`src/rtl/cmd_pkg.sv`:
```
// Shared types and constants for the command line responder.
// The help strings are only present when CMD_HELP_EN is defined.
package cmd_pkg;

    localparam int unsigned MAX_CMD_LEN  = 32;
    localparam int unsigned MAX_RESP_LEN = 63;

    typedef enum logic [2:0] {
        StIdle,
        StLatch,
        StDecode,
        StEmit,
        StGap,
        StDone,
        StWaitAck
    } state_e;

    typedef struct packed {
        logic echo;
        logic len;
        logic help;
        logic empty;
        logic unknown;
    } cmd_class_t;

    localparam logic [7:0] ASCII_SPACE = 8'h20;
    localparam logic [7:0] ASCII_ZERO  = 8'h30;

    // String literals hold the first character in the top byte; lines want it in byte 0.
    function automatic logic [511:0] str_to_line(input logic [511:0] s, input int unsigned n);
        logic [511:0] line;
        line = '0;
        for (int unsigned i = 0; i < n; i++) begin
            line[8*i +: 8] = s[8*(n-1-i) +: 8];
        end
        return line;
    endfunction

    localparam logic [511:0] KW_ECHO      = str_to_line(512'("echo"), 4);
    localparam logic [511:0] KW_LEN       = str_to_line(512'("len"), 3);
    localparam logic [511:0] UNKNOWN_LINE = str_to_line(512'("unknown command"), 15);
    localparam logic [6:0]   UNKNOWN_LEN  = 7'd15;

`ifdef CMD_HELP_EN
    localparam logic [511:0] KW_HELP    = str_to_line(512'("help"), 4);
    localparam logic [511:0] HELP_LINE0 = str_to_line(512'("echo <text>"), 11);
    localparam logic [6:0]   HELP_LEN0  = 7'd11;
    localparam logic [511:0] HELP_LINE1 = str_to_line(512'("len <text>"), 10);
    localparam logic [6:0]   HELP_LEN1  = 7'd10;
`endif

endpackage

```
`src/rtl/cmd_keyword_match.sv`:
```
// Classifies a latched command line into a one-hot command class plus argument offset.
// The "help" keyword is only recognised when CMD_HELP_EN is defined.
module cmd_keyword_match
    import cmd_pkg::*;
(
    input  logic [5:0]  cmd_len,
    input  logic [39:0] cmd_head,   // first five characters of the latched line
    output cmd_class_t  cmd_class,
    output logic [5:0]  arg_offset
);

    logic is_echo;
    logic is_len;
    logic is_help;

    always_comb begin
        is_echo = (cmd_len >= 6'd4) && (cmd_head[31:0] == KW_ECHO[31:0]) &&
                  ((cmd_len == 6'd4) || (cmd_head[39:32] == ASCII_SPACE));
        is_len  = (cmd_len >= 6'd3) && (cmd_head[23:0] == KW_LEN[23:0]) &&
                  ((cmd_len == 6'd3) || (cmd_head[31:24] == ASCII_SPACE));
`ifdef CMD_HELP_EN
        is_help = (cmd_len == 6'd4) && (cmd_head[31:0] == KW_HELP[31:0]);
`else
        is_help = 1'b0;
`endif

        cmd_class  = '0;
        arg_offset = 6'd0;
        if (cmd_len == 6'd0) begin
            cmd_class.empty = 1'b1;
        end else if (is_echo) begin
            cmd_class.echo = 1'b1;
            arg_offset     = 6'd5;
        end else if (is_len) begin
            cmd_class.len = 1'b1;
            arg_offset    = 6'd4;
        end else if (is_help) begin
            cmd_class.help = 1'b1;
        end else begin
            cmd_class.unknown = 1'b1;
        end
    end

endmodule

```
`src/rtl/cmd_line_responder.sv`:
```
// Command-side terminal endpoint: latches a command line, decodes it and streams response lines.
// Optional feature macro: CMD_HELP_EN enables the two-line "help" command.
module cmd_line_responder
    import cmd_pkg::*;
(
    input  logic         clk,
    input  logic         rst,
    input  logic         cmd_ready,
    input  logic [5:0]   cmd_len,
    input  logic [255:0] cmd_line,
    output logic         cmd_next,
    output logic         resp_ready,
    output logic [6:0]   resp_len,
    output logic [511:0] resp_line,
    input  logic         resp_next,
    output logic         solved,
    input  logic         solved_ack
);

    state_e       state_q, state_d;
    logic [5:0]   cmd_len_q, cmd_len_d;
    logic [255:0] cmd_line_q, cmd_line_d;
    logic [1:0]   line_cnt_q, line_cnt_d;
    logic [1:0]   line_idx_q, line_idx_d;
    logic [6:0]   resp_len_q, resp_len_d;
    logic [511:0] resp_line_q, resp_line_d;

    logic [5:0]   len_clamped;
    logic [255:0] masked_line;
    cmd_class_t   cmd_class;
    logic [5:0]   arg_offset;
    logic [5:0]   arg_len, tens, ones;
    logic [1:0]   line0_cnt;
    logic [6:0]   line0_len;
    logic [511:0] line0_line;

    // Bytes past the command length are zeroed so echo payloads pad with 0.
    always_comb begin
        len_clamped = (cmd_len > 6'(MAX_CMD_LEN)) ? 6'(MAX_CMD_LEN) : cmd_len;
        for (int unsigned i = 0; i < MAX_CMD_LEN; i++) begin
            masked_line[8*i +: 8] = (6'(i) < len_clamped) ? cmd_line[8*i +: 8] : 8'h00;
        end
    end

    cmd_keyword_match u_match (
        .cmd_len    (cmd_len_q),
        .cmd_head   (cmd_line_q[39:0]),
        .cmd_class  (cmd_class),
        .arg_offset (arg_offset)
    );

    // First response line, built from the decoded class.
    always_comb begin
        arg_len    = (cmd_len_q > arg_offset) ? (cmd_len_q - arg_offset) : 6'd0;
        tens       = arg_len / 6'd10;
        ones       = arg_len % 6'd10;
        line0_cnt  = 2'd1;
        line0_len  = '0;
        line0_line = '0;
        if (cmd_class.empty) begin
            line0_cnt = 2'd0;
        end else if (cmd_class.echo) begin
            line0_len  = {1'b0, arg_len};
            line0_line = {256'b0, cmd_line_q >> {arg_offset, 3'b000}};
        end else if (cmd_class.len) begin
            if (tens == 6'd0) begin
                line0_len        = 7'd1;
                line0_line[7:0]  = ASCII_ZERO + {2'b00, ones};
            end else begin
                line0_len        = 7'd2;
                line0_line[7:0]  = ASCII_ZERO + {2'b00, tens};
                line0_line[15:8] = ASCII_ZERO + {2'b00, ones};
            end
`ifdef CMD_HELP_EN
        end else if (cmd_class.help) begin
            line0_cnt  = 2'd2;
            line0_len  = HELP_LEN0;
            line0_line = HELP_LINE0;
        end else if (cmd_class.unknown) begin
`else
        end else if (cmd_class.help || cmd_class.unknown) begin
`endif
            line0_len  = UNKNOWN_LEN;
            line0_line = UNKNOWN_LINE;
        end
    end

    always_comb begin
        state_d     = state_q;
        cmd_len_d   = cmd_len_q;
        cmd_line_d  = cmd_line_q;
        line_cnt_d  = line_cnt_q;
        line_idx_d  = line_idx_q;
        resp_len_d  = resp_len_q;
        resp_line_d = resp_line_q;
        unique case (state_q)
            StIdle: begin
                if (cmd_ready) begin
                    cmd_len_d  = len_clamped;
                    cmd_line_d = masked_line;
                    state_d    = StLatch;
                end
            end
            StLatch: state_d = StDecode;
            StDecode: begin
                line_cnt_d  = line0_cnt;
                line_idx_d  = 2'd0;
                resp_len_d  = line0_len;
                resp_line_d = line0_line;
                state_d     = (line0_cnt != 2'd0) ? StEmit : StDone;
            end
            StEmit: begin
                if (resp_next) begin
                    line_idx_d = line_idx_q + 2'd1;
                    state_d    = StGap;
                end
            end
            StGap: begin
                if (line_idx_q < line_cnt_q) begin
`ifdef CMD_HELP_EN
                    resp_len_d  = HELP_LEN1;
                    resp_line_d = HELP_LINE1;
`endif
                    state_d = StEmit;
                end else begin
                    state_d = StDone;
                end
            end
            StDone:    state_d = solved_ack ? StIdle : StWaitAck;
            StWaitAck: if (solved_ack) state_d = StIdle;
            default:   state_d = StIdle;
        endcase
    end

    always_ff @(posedge clk) begin
        if (rst) begin
            state_q     <= StIdle;
            cmd_len_q   <= '0;
            cmd_line_q  <= '0;
            line_cnt_q  <= '0;
            line_idx_q  <= '0;
            resp_len_q  <= '0;
            resp_line_q <= '0;
        end else begin
            state_q     <= state_d;
            cmd_len_q   <= cmd_len_d;
            cmd_line_q  <= cmd_line_d;
            line_cnt_q  <= line_cnt_d;
            line_idx_q  <= line_idx_d;
            resp_len_q  <= resp_len_d;
            resp_line_q <= resp_line_d;
        end
    end

    always_comb begin
        cmd_next   = (state_q == StLatch);
        resp_ready = (state_q == StEmit);
        resp_len   = resp_ready ? resp_len_q : '0;
        resp_line  = resp_ready ? resp_line_q : '0;
        solved     = (state_q == StDone);
    end

endmodule

```
`config.mk`:
```
export PLATFORM = sky130hd
export DESIGN_NAME = cmd_line_responder
export DESIGN_NICKNAME = d
export VERILOG_FILES = /design/src/rtl/cmd_pkg.sv /design/src/rtl/cmd_keyword_match.sv /design/src/rtl/cmd_line_responder.sv
export SDC_FILE = /design/constraint.sdc
export NUM_CORES = 1
export LEC_CHECK = 0
export CAP_MARGIN = 20
export CORE_AREA = 4 4 306 308
export DETAILED_ROUTE_END_ITERATION = 10
export DIE_AREA = 0 0 310 312
export HOLD_SLACK_MARGIN = 0.1
export PLACE_DENSITY_LB_ADDON = 0.2
export SETUP_SLACK_MARGIN = 0.5
export SLEW_MARGIN = 20
export SYNTH_ARGS = -nofsm -noshare
export SYNTH_HDL_FRONTEND = slang
export SYNTH_SLANG_ARGS = --single-unit
```
`constraint.sdc`:
```
create_clock -name clk -period 6.3 [get_ports clk]
set_input_delay 1.26 -clock clk [delete_from_list [all_inputs] [get_ports clk]]
set_output_delay 1.26 -clock clk [all_outputs]
set_load 0.02 [all_outputs]
```
# After elaboration in Yosys (flattened, before gate mapping)

Cells that the tools add are included.

Flip-flop bits (word level): 788
Input bits: 267
Output and inout bits: 522
Word-level logic and storage cells: 149

Add/sub/neg operators: 4
Divide/modulo/power cells: 2
Order comparisons: 37
Equal/unequal tests: 15
Shift-type cells: 1
Muxes and demuxes: 69
Reduce and logical (&&, ||, !) cells: 14

Operator list:

| operator                                                            | number |
|---|---|
| 512-bit 2-to-1 mux                                                  | 3 |
| 496-bit 2-to-1 mux                                                  | 1 |
| 8-bit 2-to-1 mux                                                    | 32 |
| 256-bit by 9-bit >> shifter with 256-bit output                     | 1 |
| 119-bit 2-to-1 mux                                                  | 1 |
| 5-bit by 6-bit < comparator with 1-bit output, first input constant | 16 |
| 4-bit by 6-bit < comparator with 1-bit output, first input constant | 8 |
| 7-bit 2-to-1 mux                                                    | 6 |
| 32-bit by 31-bit == test with 1-bit output, second input constant   | 1 |
| 24-bit by 23-bit == test with 1-bit output, second input constant   | 1 |
| 3-bit by 6-bit < comparator with 1-bit output, first input constant | 4 |
| 6-bit 2-to-1 mux                                                    | 4 |
| 3-bit 2-to-1 mux                                                    | 7 |
| 3-bit one-hot mux with 7 select lines                               | 1 |
| 8-bit by 6-bit == test with 1-bit output, second input constant     | 2 |
| 16-bit 2-to-1 mux                                                   | 1 |
| 6-bit by 6-bit adder with 7-bit output, first input constant        | 2 |
| 6-bit logical NOT                                                   | 2 |
| 1-bit by 6-bit < comparator with 1-bit output, first input constant | 2 |
| 2-bit by 6-bit < comparator with 1-bit output, first input constant | 2 |
| 3-bit == test, second input constant                                | 3 |
| 1-bit 2-to-1 mux                                                    | 8 |
| 6-bit by 4-bit divider with 6-bit output, second input constant     | 1 |
| 3-bit by 2-bit == test with 1-bit output, second input constant     | 2 |
| 22 further kinds                                                    | 31 |

# Depth between registers and ports, before layout

Gate-level depths: netlist of the first run.

Depth in word-level cells: 14
Depth in mapped cells: 30
Gate-level depth less buffers: 29

# Hierarchy

Synthesis of the first run repeated with hierarchy kept, for this count alone.

Cells, all modules: 4287
Area total of the unflattened synthesis: 34465.6 um2

By module, submodules not included:

| module             | times used | cells an instance | area each (um2) | seq. area each (um2) |
|---|---|---|---|---|
| cmd_line_responder | 1          | 4249              | 34156.5         | 10610.2 |
| cmd_keyword_match  | 1          | 38                | 309.0           | 0.0 |

# Worst setup path after synthesis of the first run

Ideal clock, no wire load.

Kind: register -> register
Start: reg cmd_len_q[5]
End: reg resp_line_q[13]
Arrival time: 5.225 ns
Data required time: 6.242 ns
Path slack: 1.016 ns
Cell stages (with the launch flop): 30
Buffers on the path: 2
Period minus slack after synthesis: 5.284 ns
Path through: dfxtp_1 > or3_1 > nor2_1 > nand3_1 > o31ai_1 > and3_1 > clkbuf_1 > clkbuf_1 > nor2_1 > ha_1 > and2b_1 > o22a_1 > nor2_1 > nor2_2 > inv_2 > ha_1 > nand2_1 > a21oi_1 > nor2_1 > a211oi_1 > or2_2 > ha_1 > o21bai_1 > a21oi_1 > a31o_1 > nand3_1 > ha_1 > o21ai_0 > o211ai_1 > nand2_1

Longest elaborated chain between the ends: 14

RTL lines:

| element                                                                                                    | RTL line                                           | text |
|---|---|---|
| from (decl)                                                                                                | cmd_line_responder.sv:21                           | `logic [5:0] cmd_len_q, cmd_len_d;` |
| from (signal assigned)                                                                                     | cmd_line_responder.sv:146                          | `cmd_len_q <= cmd_len_d;` |
| 6-bit by 2-bit >= comparator with 1-bit output or 6-bit by 2-bit == test with 1-bit output (tied branches) | cmd_keyword_match.sv:19, cmd_keyword_match.sv:20   |  |
| 1-bit logical AND or 1-bit logical OR (tied branches)                                                      | cmd_keyword_match.sv:19, cmd_keyword_match.sv:20   |  |
| 1-bit logical AND                                                                                          | cmd_keyword_match.sv:19                            | `is_len = (cmd_len >= 6'd3) && (cmd_head[23:0] == KW_LEN[23:0]) &&` |
| 3-bit 2-to-1 mux                                                                                           | cmd_keyword_match.sv:34                            | `end else if (is_len) begin` |
| 6-bit 2-to-1 mux                                                                                           | cmd_keyword_match.sv:31                            | `end else if (is_echo) begin` |
| 6-bit 2-to-1 mux                                                                                           | cmd_keyword_match.sv:29                            | `if (cmd_len == 6'd0) begin` |
| 6-bit subtractor or 6-bit greater-than comparator (tied branches)                                          | cmd_line_responder.sv:54                           | `arg_len = (cmd_len_q > arg_offset) ? (cmd_len_q - arg_offset) : 6'd0;` |
| 6-bit 2-to-1 mux                                                                                           | cmd_line_responder.sv:54                           |  |
| 6-bit by 4-bit modulo with 6-bit output or 6-bit by 4-bit divider with 6-bit output (tied branches)        | cmd_line_responder.sv:56, cmd_line_responder.sv:55 |  |
| 6-bit by 6-bit adder with 7-bit output or 6-bit logical NOT (tied branches)                                | cmd_line_responder.sv:72, cmd_line_responder.sv:66 |  |
| 7-bit 2-to-1 mux                                                                                           | cmd_line_responder.sv:66                           | `if (tens == 6'd0) begin` |
| 16-bit 2-to-1 mux                                                                                          | cmd_line_responder.sv:65                           | `end else if (cmd_class.len) begin` |
| 512-bit 2-to-1 mux                                                                                         | cmd_line_responder.sv:62                           | `end else if (cmd_class.echo) begin` |
| 512-bit 2-to-1 mux (*)                                                                                     | cmd_line_responder.sv:60                           | `if (cmd_class.empty) begin` |
| to (signal assigned)                                                                                       | cmd_line_responder.sv:151                          | `resp_line_q <= resp_line_d;` |
| to (decl)                                                                                                  | cmd_line_responder.sv:26                           | `logic [511:0] resp_line_q, resp_line_d;` |

Every way passes the cells marked *; elsewhere a longest branch is shown, timed or not.
A chain may end at the register's enable or synchronous reset.

# Worst setup path in the final report of the first run

Start: reg cmd_line_q[4]
End: reg resp_line_q[13]

Longest elaborated chain between the ends: 14

RTL lines:

| element                                                                                             | RTL line                                           | text |
|---|---|---|
| from (decl)                                                                                         | cmd_line_responder.sv:22                           | `logic [255:0] cmd_line_q, cmd_line_d;` |
| from (signal assigned)                                                                              | cmd_line_responder.sv:147                          | `cmd_line_q <= cmd_line_d;` |
| 24-bit by 23-bit == test with 1-bit output                                                          | cmd_keyword_match.sv:19                            |  |
| 1-bit logical AND (2 in a row)                                                                      | cmd_keyword_match.sv:19                            |  |
| 3-bit 2-to-1 mux                                                                                    | cmd_keyword_match.sv:34                            |  |
| 6-bit 2-to-1 mux                                                                                    | cmd_keyword_match.sv:31                            |  |
| 6-bit 2-to-1 mux                                                                                    | cmd_keyword_match.sv:29                            |  |
| 6-bit subtractor or 6-bit greater-than comparator (tied branches)                                   | cmd_line_responder.sv:54                           |  |
| 6-bit 2-to-1 mux                                                                                    | cmd_line_responder.sv:54                           |  |
| 6-bit by 4-bit modulo with 6-bit output or 6-bit by 4-bit divider with 6-bit output (tied branches) | cmd_line_responder.sv:56, cmd_line_responder.sv:55 |  |
| 6-bit by 6-bit adder with 7-bit output or 6-bit logical NOT (tied branches)                         | cmd_line_responder.sv:72, cmd_line_responder.sv:66 |  |
| 7-bit 2-to-1 mux                                                                                    | cmd_line_responder.sv:66                           |  |
| 16-bit 2-to-1 mux                                                                                   | cmd_line_responder.sv:65                           |  |
| 512-bit 2-to-1 mux (*)                                                                              | cmd_line_responder.sv:62                           |  |
| 512-bit 2-to-1 mux (*)                                                                              | cmd_line_responder.sv:60                           |  |

Marked as above.

==> flow_metrics.env, run 1 <==
export IMPL_tritoncts="done"
export IMPL_setup_tns_ps=0
export IMPL_cp_start_kind="flop"
export IMPL_core_um2=91100
export IMPL_drtIter0Drc=1359
export IMPL_max_freq_mhz=188
export IMPL_finClkSkew_ps=16.5
export IMPL_grt_total_usage=0.170
export IMPL_die_area_um2=96700
export IMPL_antenna_found_initial=17
export IMPL_wl_per_cell_um=20.1
export IMPL_cts_made_buffers=66
export IMPL_synth_ff_type="dfxtp_1"
export IMPL_max_stage_delay_ps=390
export IMPL_fin_nets=3339
export IMPL_vdd_ir_drop_max_v=0.000174
export IMPL_setup_viol=0
export IMPL_worst_slew_pin_slew_ps=1080
export IMPL_avgSynthCellArea_um2=8.52
export IMPL_clock_path_buffers=3
export IMPL_io_buffer_count=531
export IMPL_ys_types=64
export IMPL_row_count=111
export IMPL_dp_cells=4180
export IMPL_max_slew_margin=0.283
export IMPL_synth_area_leaders="dfxtp_1 (47%), a22oi_1 (13%), buf_4 (8.5%), and3_1 (7.5%), nor2_1 (7.4%)"
export IMPL_initial_core_util=0.248
export IMPL_num_vias=20000
export IMPL_cp_arrival_ps=5870
export IMPL_synth_yosys_seq_area_share=0.469
export IMPL_drive_gt1_frac=0.0566
export IMPL_cp_end_kind="flop"
export IMPL_worstSkewPairLatency_ps=610
export IMPL_grt_first_pass_wirelength_um=127000
export IMPL_netlist_area_leader_share=0.469
export IMPL_ys_ff_latch=530
export IMPL_overflow=0
export IMPL_cts_htree_levels=3
export IMPL_rsz0062_at_grt="false"
export IMPL_ant_nets=0
export IMPL_syn2layout_area_growth_pct=33.9
export IMPL_cp_max_fo=7
export IMPL_min_path_type="reg2reg"
export IMPL_crit_slowest_cell="or3_1"
export IMPL_drv_cap=0
export IMPL_crit_top_cell="ha_1"
export IMPL_die_w_um=310
export IMPL_worstSetupPathType="reg2reg"
export IMPL_clkSinkCount=530
export IMPL_fin_crit_ps=5320
export IMPL_yosysTopAreaCell="dfxtp_1"
export IMPL_cp_required_ps=6850
export IMPL_ys_top_cells_by_count="dfxtp_1 (530), nor2_1 (448), a22oi_1 (391), and3_1 (270), buf_4 (257)"
export IMPL_hold_buffers=0
export IMPL_power_density_nw_per_um2=286
export IMPL_finalHoldViolCount=0
export IMPL_drt_wl_total_um=86400
export IMPL_holdWs_ps=445
export IMPL_die_h_um=312
export IMPL_finalMaxSlewViolations=0
export IMPL_viasPerCell=4.64
export IMPL_async_flop_share=0
export IMPL_ios=789
export IMPL_clk_pin_slew_worst_paths_ps=60
export IMPL_ys_warnings_count=0
export IMPL_drc=0
export IMPL_leakage_nw=12.2
export IMPL_instances_no_fill=4303
export IMPL_firstDrtPassIters=5
export IMPL_grt_pass1_vias=19200
export IMPL_fin_crit_sh=0.845
export IMPL_dp_hpwl_um=56800
export IMPL_synthCells=2654
export IMPL_synth_area_um2=22600
export IMPL_grt_max_degree=178
export IMPL_place_gp_congestion=0.780
export IMPL_synth_edf_count=0
export IMPL_outcome="finished, final reports clean"
export IMPL_yosysMostFrequentCell="dfxtp_1"
export IMPL_cts_root_buf="clkbuf_16"
what timing repair did:
item	in CTS	in global routing
gates resized for setup	1	19
pin swaps	0	4
buffers inserted	0	2
endpoints found under the setup margin	1	6
where the power goes:
| part | leakage (nW) | internal (W) | switching [W] | total (W) |
|---|---|---|---|---|
| Combinational | 6.84 | 0.000402 | 0.000861 | 0.00126 |
| Sequential | 4.30 | 0.00352 | 0.000117 | 0.00364 |
| Clock | 1.05 | 0.00223 | 0.00154 | 0.00377 |
cell families (layout without fill, tap and decap cells):
kind of cell,after synthesis,in the layout,synth area share
DFF,530,530,0.469
and+or+nand+nor,962,962,0.204
adders and majority gates,7,7,0.00387
muxes,2,2,0.000885
buffers and inverters,490,690,0.124
AOI/OAI and AO/OA,661,661,0.198
other,1,264,0.000166
xor gates and xnor gates,1,1,0.000387
worst max-delay path, delay by kind of cell, from the launching register on:
kind	cells	cell delay, ps
AO/OA/AOI/OAI	8	1180
adder cells (fa/ha/maj)	5	1180
buffers and inverters	2	240
flip-flops	1	300
AND/OR/NAND/NOR	13	2390
area by class of cell:
type                    instances  area [um2]
clock inverters                18         263
well taps                    1186        1480
fillers                      9525       60800
flip-flops and latches        530       10600
inverters                      11        41.3
multi-input cells            1890       10300
diodes                          7        17.5
clock buffers                  95        1890
repair buffers                566        5690
cells in the final DEF (no fill, tap or decap), types with 5 or more instances in the layout:
master,count
clkbuf_1,16
diode_2,7
nand2_1,115
nor3_1,11
inv_1,9
nand3_1,23
a31oi_1,5
a21oi_1,125
o211ai_1,7
clkbuf_8,13
a211oi_1,5
and2_1,45
a21o_1,5
o21ai_0,83
clkdlybuf4s50_1,529
nor2_1,441
conb_1,257
buf_4,25
or2_2,5
nor2_4,6
clkbuf_16,66
a22oi_1,391
nand2b_1,6
buf_12,9
o21ai_1,7
dfxtp_1,529
and3_1,270
clkinv_2,5
ha_1,5
per-layer routing:
layer	vias up	global-route usage	wire (um)	part of all wire
met5	-	0	95	0.0011
met4	14	0.0510	2090	0.024
met3	109	0.0545	6930	0.080
met2	652	0.274	40200	0.47
met1	9552	0.216	37000	0.43
li1	9649	-	-	-
registers in the layout, indices dropped and copies added (netlist names):
| register | flops |
|---|---|
| resp_len_q | 6 |
| resp_line_q | 256 |
| line_idx_q | 2 |
| state_q | 3 |
| cmd_len_q | 6 |
| cmd_line_q | 256 |
| line_cnt_q | 1 |
path summary, 6_finish.rpt:
check | startpoint | to | slack (ps) | cells past startpoint
setup / recovery | cmd_line_q[4] | resp_line_q[13] | 980 | 28
hold / removal | resp_line_q[2] | resp_line_q[2] | 450 | 2
setup reg to reg | cmd_line_q[4] | resp_line_q[13] | 980 | 28
hold reg to reg | resp_line_q[2] | resp_line_q[2] | 450 | 2
per-stage QoR:
stage / instance area (um2) / power, W / util / setup WS, ps
final: 30300 / 0.00867 / 0.332 / 976
after detailed placement: 28000 / 0.00498 / 0.308 / 478
after global placement: 28000 / 0.00498 / 0.307 / 498
after global routing: 30300 / 0.00910 / 0.332 / 516
after floorplan: 23600 / 0.00456 / - / 1020
after CTS: 30200 / 0.00881 / 0.331 / 542
No activity file was read; power rests on OpenSTA's default activity.
==> run 2: changes to the inputs <==
==> constraint.sdc (replaced) <==
create_clock -name clk -period 4.5 [get_ports clk]
set_input_delay 0.9 -clock clk [delete_from_list [all_inputs] [get_ports clk]]
set_output_delay 0.9 -clock clk [all_outputs]
set_load 0.02 [all_outputs]
==> run 2 against run 1 <==
  * Largest cell class unchanged
  * Total power increased by 42%
  * Highest routed layer unchanged
  * Final cell count increased by 2.8%
  * Sequential share of layout area decreased by 1.4 points
  * Die area unchanged
==> flow_metrics.env, run 2 (synthesis results as in run 1) <==
export IMPL_max_slew_margin=0.278
export IMPL_clkSinkCount=530
export IMPL_max_stage_delay_ps=360
export IMPL_instances_no_fill=4424
export IMPL_vdd_ir_drop_max_v=0.000223
export IMPL_wl_per_cell_um=20.4
export IMPL_ios=789
export IMPL_io_buffer_count=531
export IMPL_syn2layout_area_growth_pct=39.4
export IMPL_firstDrtPassIters=5
export IMPL_drc=0
export IMPL_viasPerCell=4.65
export IMPL_overflow=0
export IMPL_antenna_found_initial=24
export IMPL_layout_common_cells="clkdlybuf4s50_1 (529), dfxtp_1 (526), nor2_1 (437), a22oi_1 (389), and3_1 (267)"
export IMPL_ant_nets=0
export IMPL_cts_root_buf="clkbuf_16"
export IMPL_seq_area_um2=10600
export IMPL_place_gp_congestion=0.790
export IMPL_finalMaxSlewViolations=0
export IMPL_dp_hpwl_um=61200
export IMPL_row_count=111
export IMPL_grt_total_usage=0.176
export IMPL_die_w_um=310
export IMPL_min_path_type="reg2reg"
export IMPL_crit_family="simple AND/OR/NAND/NOR gates"
export IMPL_grt_pass1_vias=19700
export IMPL_worstSkewPairLatency_ps=600
export IMPL_cp_max_fo=3
export IMPL_multi_input_area_um2=10600
export IMPL_fin_crit_sh=0.992
export IMPL_drtIter0Drc=1245
export IMPL_drive_gt1_frac=0.103
export IMPL_cts_made_buffers=66
export IMPL_setup_viol=0
export IMPL_combPwrFrac=0.161
export IMPL_clk_pin_slew_worst_paths_ps=50
export IMPL_nFillCells=9563
export IMPL_fin_nets=3451
export IMPL_die_h_um=312
export IMPL_fin_crit_ps=4460
export IMPL_crit_slowest_cell="or3_4"
export IMPL_finalHoldViolCount=0
export IMPL_dr_wl_met2_um=42000
export IMPL_grt_first_pass_wirelength_um=131000
export IMPL_hold_buffers=0
export IMPL_cp_start_kind="flop"
export IMPL_rsz0062_at_grt="true"
export IMPL_worstSetupPathType="reg2reg"
export IMPL_reg_top3="cmd_line_q: 256 flops, resp_line_q: 256 flops"
export IMPL_crit_buf_inv=3
export IMPL_grt_max_degree=138
export IMPL_wl_met3_um=7860
export IMPL_p_int_w=0.00872
export IMPL_cp_arrival_ps=4950
export IMPL_cp_end_kind="flop"
export IMPL_clock_path_buffers=3
export IMPL_leakage_nw=12.9
export IMPL_initial_core_util=0.248
export IMPL_drv_cap=0
export IMPL_final_common_cell="clkdlybuf4s50_1"
export IMPL_final_core_util=0.346
export IMPL_drt_wl_total_um=90300
export IMPL_cts_htree_levels=3
export IMPL_max_freq_mhz=224
export IMPL_tritoncts="done"
export IMPL_die_area_um2=96700
export IMPL_setup_tns_ps=0
export IMPL_crit_top_cell="ha_4"
export IMPL_cp_required_ps=4990
export IMPL_top_layer="met5"
export IMPL_power_switching_w=0.00360
export IMPL_worst_slew_pin_slew_ps=1080
export IMPL_core_um2=91100
export IMPL_num_vias=20600
export IMPL_outcome="finished, final reports clean"
export IMPL_seqPwrFrac=0.412
export IMPL_dp_cells=4272
export IMPL_power_w=0.0123
export IMPL_met1_length_um=38400
export IMPL_swShare=0.293
export IMPL_power_density_nw_per_um2=391
export IMPL_clockPowerShare=0.426
export IMPL_finClkSkew_ps=19.6
## run 2: cell types whose count changed in the layout (fill, tap and decap cells not counted), sizes merged
| cell | change |
|---|---|
| buf | +113 |
| inv | +2 |
| clkinv | -2 |
| diode | +9 |
| clkbuf | +1 |
| clkinvlp | -1 |
| bufinv | -1 |
## run 2: power by group through the flow
stage / Clock [W] / Sequential, W / Combinational [W]
after floorplan: 0 / 0.00512 / 0.00129
after global placement: 0 / 0.00518 / 0.00193
after detailed placement: 0 / 0.00518 / 0.00193
after CTS: 0.00545 / 0.00508 / 0.00199
after global routing: 0.00561 / 0.00511 / 0.00219
final: 0.00525 / 0.00508 / 0.00199
## run 2: worst paths after layout
kind	start	end	slack (ps)	cells after the start
worst min-delay path	resp_len_q[0]	resp_len_q[0]	440	1
worst max register to register	cmd_line_q[4]	resp_line_q[13]	40	25
worst min register to register	resp_len_q[0]	resp_len_q[0]	440	1
worst max-delay path	cmd_line_q[4]	resp_line_q[13]	40	25
## run 2: metal layers
layer  up-vias  global-route usage
met3       112              0.0603
li1       9884                   -
met5         -                   0
met1      9860               0.223
met2       689               0.284
met4        20              0.0496
## run 2: final cells by class
cell class              instances  area share
well taps                    1186      0.0471
inverters                      11     0.00139
repair buffers                678       0.210
flip-flops and latches        530       0.337
diodes                         16     0.00127
clock inverters                16     0.00702
multi-input cells            1890       0.336
clock buffers                  97      0.0605
## run 2: per-stage QoR
stage	hold WS (ps)	instance area [um2]	setup slack [ps]
2_1_floorplan	415	23700	-140
3_3_place_gp	432	28900	-221
3_5_place_dp	434	28900	-244
4_1_cts	444	31300	95.7
5_1_grt	452	31500	-168
6_report	441	31500	37.6
## run 2: worst reg2reg max path, stage by stage, from the launching register on
cell	delay [ps]
dfxtp_1	300
nand4b_1	150
or3_4	360
nor3_4	190
buf_6	140
nand2_4	50
nor2_4	180
ha_4	170
ha_4	120
and2b_2	220
buf_6	120
buf_4	130
o22ai_1	300
a21oi_1	180
nor3_1	250
nor3_2	100
or2_4	270
ha_4	150
o21bai_4	170
a21oi_2	110
a31o_1	120
nand3_2	90
ha_4	290
o21ai_2	50
o211ai_1	80
nand2_1	70
## run 2: timing repair
action,4_1_cts,5_1_grt
resized for setup,47,23
pin swaps,33,28
buffers inserted,16,7
endpoints found under the setup margin,11,20
==> run 3: changes to the inputs <==
--- a/config.mk
+++ b/config.mk
@@ -6,9 +6,9 @@
 export NUM_CORES = 1
 export LEC_CHECK = 0
 export CAP_MARGIN = 20
-export CORE_AREA = 4 4 306 308
+export CORE_AREA = 4 4 303 305
 export DETAILED_ROUTE_END_ITERATION = 10
-export DIE_AREA = 0 0 310 312
+export DIE_AREA = 0 0 307 309
 export HOLD_SLACK_MARGIN = 0.1
 export PLACE_DENSITY_LB_ADDON = 0.2
 export SETUP_SLACK_MARGIN = 0.5
==> run 3 against run 2 <==
  * The run now ends with negative setup slack left
  * Register-to-register slack got worse by 50 ps
  * Global-route usage about the same
  * First-iteration DRC count increased by 5.0%
  * Critical path type unchanged
  * Sequential share of layout area decreased by 0.14 points
  * Clock skew increased by 22 ps
  * Maximum frequency decreased by 1.2%
  * Worst hold slack improved by 3.9 ps
  * Flip-flop and latch count unchanged
  * Die area decreased by 1.9%
==> flow_metrics.env, run 3 (synthesis results as in run 1) <==
export IMPL_clk_pin_slew_worst_paths_ps=60
export IMPL_clkSinkCount=530
export IMPL_cts_made_buffers=67
export IMPL_cts_htree_levels=3
export IMPL_max_slew_margin=0.397
export IMPL_cp_arrival_ps=5040
export IMPL_drtIter0Drc=1307
export IMPL_power_density_nw_per_um2=390
export IMPL_cp_max_fo=85
export IMPL_ios=789
export IMPL_worst_slew_pin_slew_ps=904
export IMPL_leakage_nw=13.0
export IMPL_fin_nets=3469
export IMPL_cp_required_ps=5020
export IMPL_initial_core_util=0.253
export IMPL_finalHoldViolCount=0
export IMPL_outcome="finished with violations"
export IMPL_grt_pass1_vias=19500
export IMPL_grt_total_usage=0.176
export IMPL_tritoncts="done"
export IMPL_final_common_cell="clkdlybuf4s50_1"
export IMPL_dp_hpwl_um=60400
export IMPL_drt_wl_total_um=89100
export IMPL_grt_first_pass_wirelength_um=129000
export IMPL_worstSetupPathType="reg2reg"
export IMPL_core_um2=89300
export IMPL_rsz0062_at_grt="true"
export IMPL_ant_nets=0
export IMPL_fin_crit_sh=1.00
export IMPL_row_count=110
export IMPL_clock_path_buffers=3
export IMPL_num_vias=20500
export IMPL_wl_per_cell_um=20.1
export IMPL_fin_crit_ps=4510
export IMPL_power_w=0.0124
export IMPL_finClkSkew_ps=41.5
export IMPL_failed_checks="negative setup slack"
export IMPL_firstDrtPassIters=5
export IMPL_holdWs_ps=445
export IMPL_place_gp_congestion=0.809
export IMPL_setup_viol=5
export IMPL_min_path_type="reg2reg"
export IMPL_cp_start_kind="flop"
export IMPL_reg_top3="cmd_line_q: 256 flops, resp_line_q: 256 flops"
export IMPL_final_setup_worst_slack_ps=-14.6
export IMPL_die_h_um=309
export IMPL_hold_buffers=0
export IMPL_drive_gt1_frac=0.107
export IMPL_overflow=0
export IMPL_layout_common_cells="clkdlybuf4s50_1 (529), dfxtp_1 (526), nor2_1 (438), a22oi_1 (389), and3_1 (269)"
export IMPL_die_w_um=307
export IMPL_viasPerCell=4.63
export IMPL_antenna_found_initial=24
export IMPL_syn2layout_area_growth_pct=40.0
export IMPL_finalMaxSlewViolations=0
export IMPL_worstSkewPairLatency_ps=600
export IMPL_die_area_um2=94900
export IMPL_grt_max_degree=119
export IMPL_io_buffer_count=531
export IMPL_drv_cap=0
export IMPL_drc=0
export IMPL_cp_end_kind="flop"
export IMPL_vdd_ir_drop_max_v=0.000224
export IMPL_max_freq_mhz=222
export IMPL_cts_root_buf="clkbuf_16"
==> run 3: worst max-delay path, stage by stage, from the launching register on <==
cell and delay (ps):
dfxtp_2 330, nor4b_2 310, nand4_1 210, buf_4 180
buf_4 120, buf_4 120, buf_4 120, buf_4 120
buf_4 120, buf_4 120, buf_4 120, buf_4 120
buf_4 120, buf_4 120, buf_4 120, buf_4 120
nor3_1 480, nand2_4 400, nor2_4 300, buf_12 350
a22oi_1 130, nor2_1 120
==> run 3: metrics by stage <==
stage	setup WS (ps)	setup TNS [ps]	util	area, um2	std cells
floorplan	-140	-421	-	23700	2910
global placement	-179	-598	0.324	28900	4274
detailed placement	-218	-775	0.324	28900	4274
CTS	80.0	0	0.353	31600	4414
global route	-179	-5900	0.354	31600	4421
finish	-14.6	-41.7	0.354	31700	4429
==> run 3: power breakdown <==
group / internal, W / total (W) / leakage, nW / switching [W]
Clock: 0.00311 / 0.00530 / 1.07 / 0.00218
Sequential: 0.00493 / 0.00509 / 4.30 / 0.000155
Combinational: 0.000706 / 0.00198 / 7.62 / 0.00127
==> run 3: layout make-up <==
cell class              count  area [um2]
diodes                     12        30.0
clock buffers              96        1960
flip-flops and latches    530       10600
multi-input cells        1890       10600
fillers                  9273       57700
inverters                  11        43.8
repair buffers            695        6740
clock inverters            19         218
well taps                1176        1470
==> run 3: per-layer routing <==
layer | part of all wire | wire [um] | vias up | track usage
met3 | 0.078 | 6970 | 114 | 0.0531
met4 | 0.022 | 1970 | 12 | 0.0521
met5 | 0.00092 | 82 | - | 0
met2 | 0.47 | 41800 | 711 | 0.290
li1 | - | - | 9916 | -
met1 | 0.43 | 38300 | 9765 | 0.224
==> run 3: path summary, 6_finish.rpt <==
check | cells after the start | from | to | slack, ps
max | 21 | cmd_line_q[11] | resp_line_q[63] | -10
min | 2 | resp_line_q[93] | resp_line_q[93] | 450
max reg2reg | 21 | cmd_line_q[11] | resp_line_q[63] | -10
min reg2reg | 2 | resp_line_q[93] | resp_line_q[93] | 450
==> run 3: timing repair <==
item,4_1_cts,5_1_grt
setup buffers,25,3
endpoints found under the setup margin,12,199
pin swaps,33,7
resized for setup,49,12
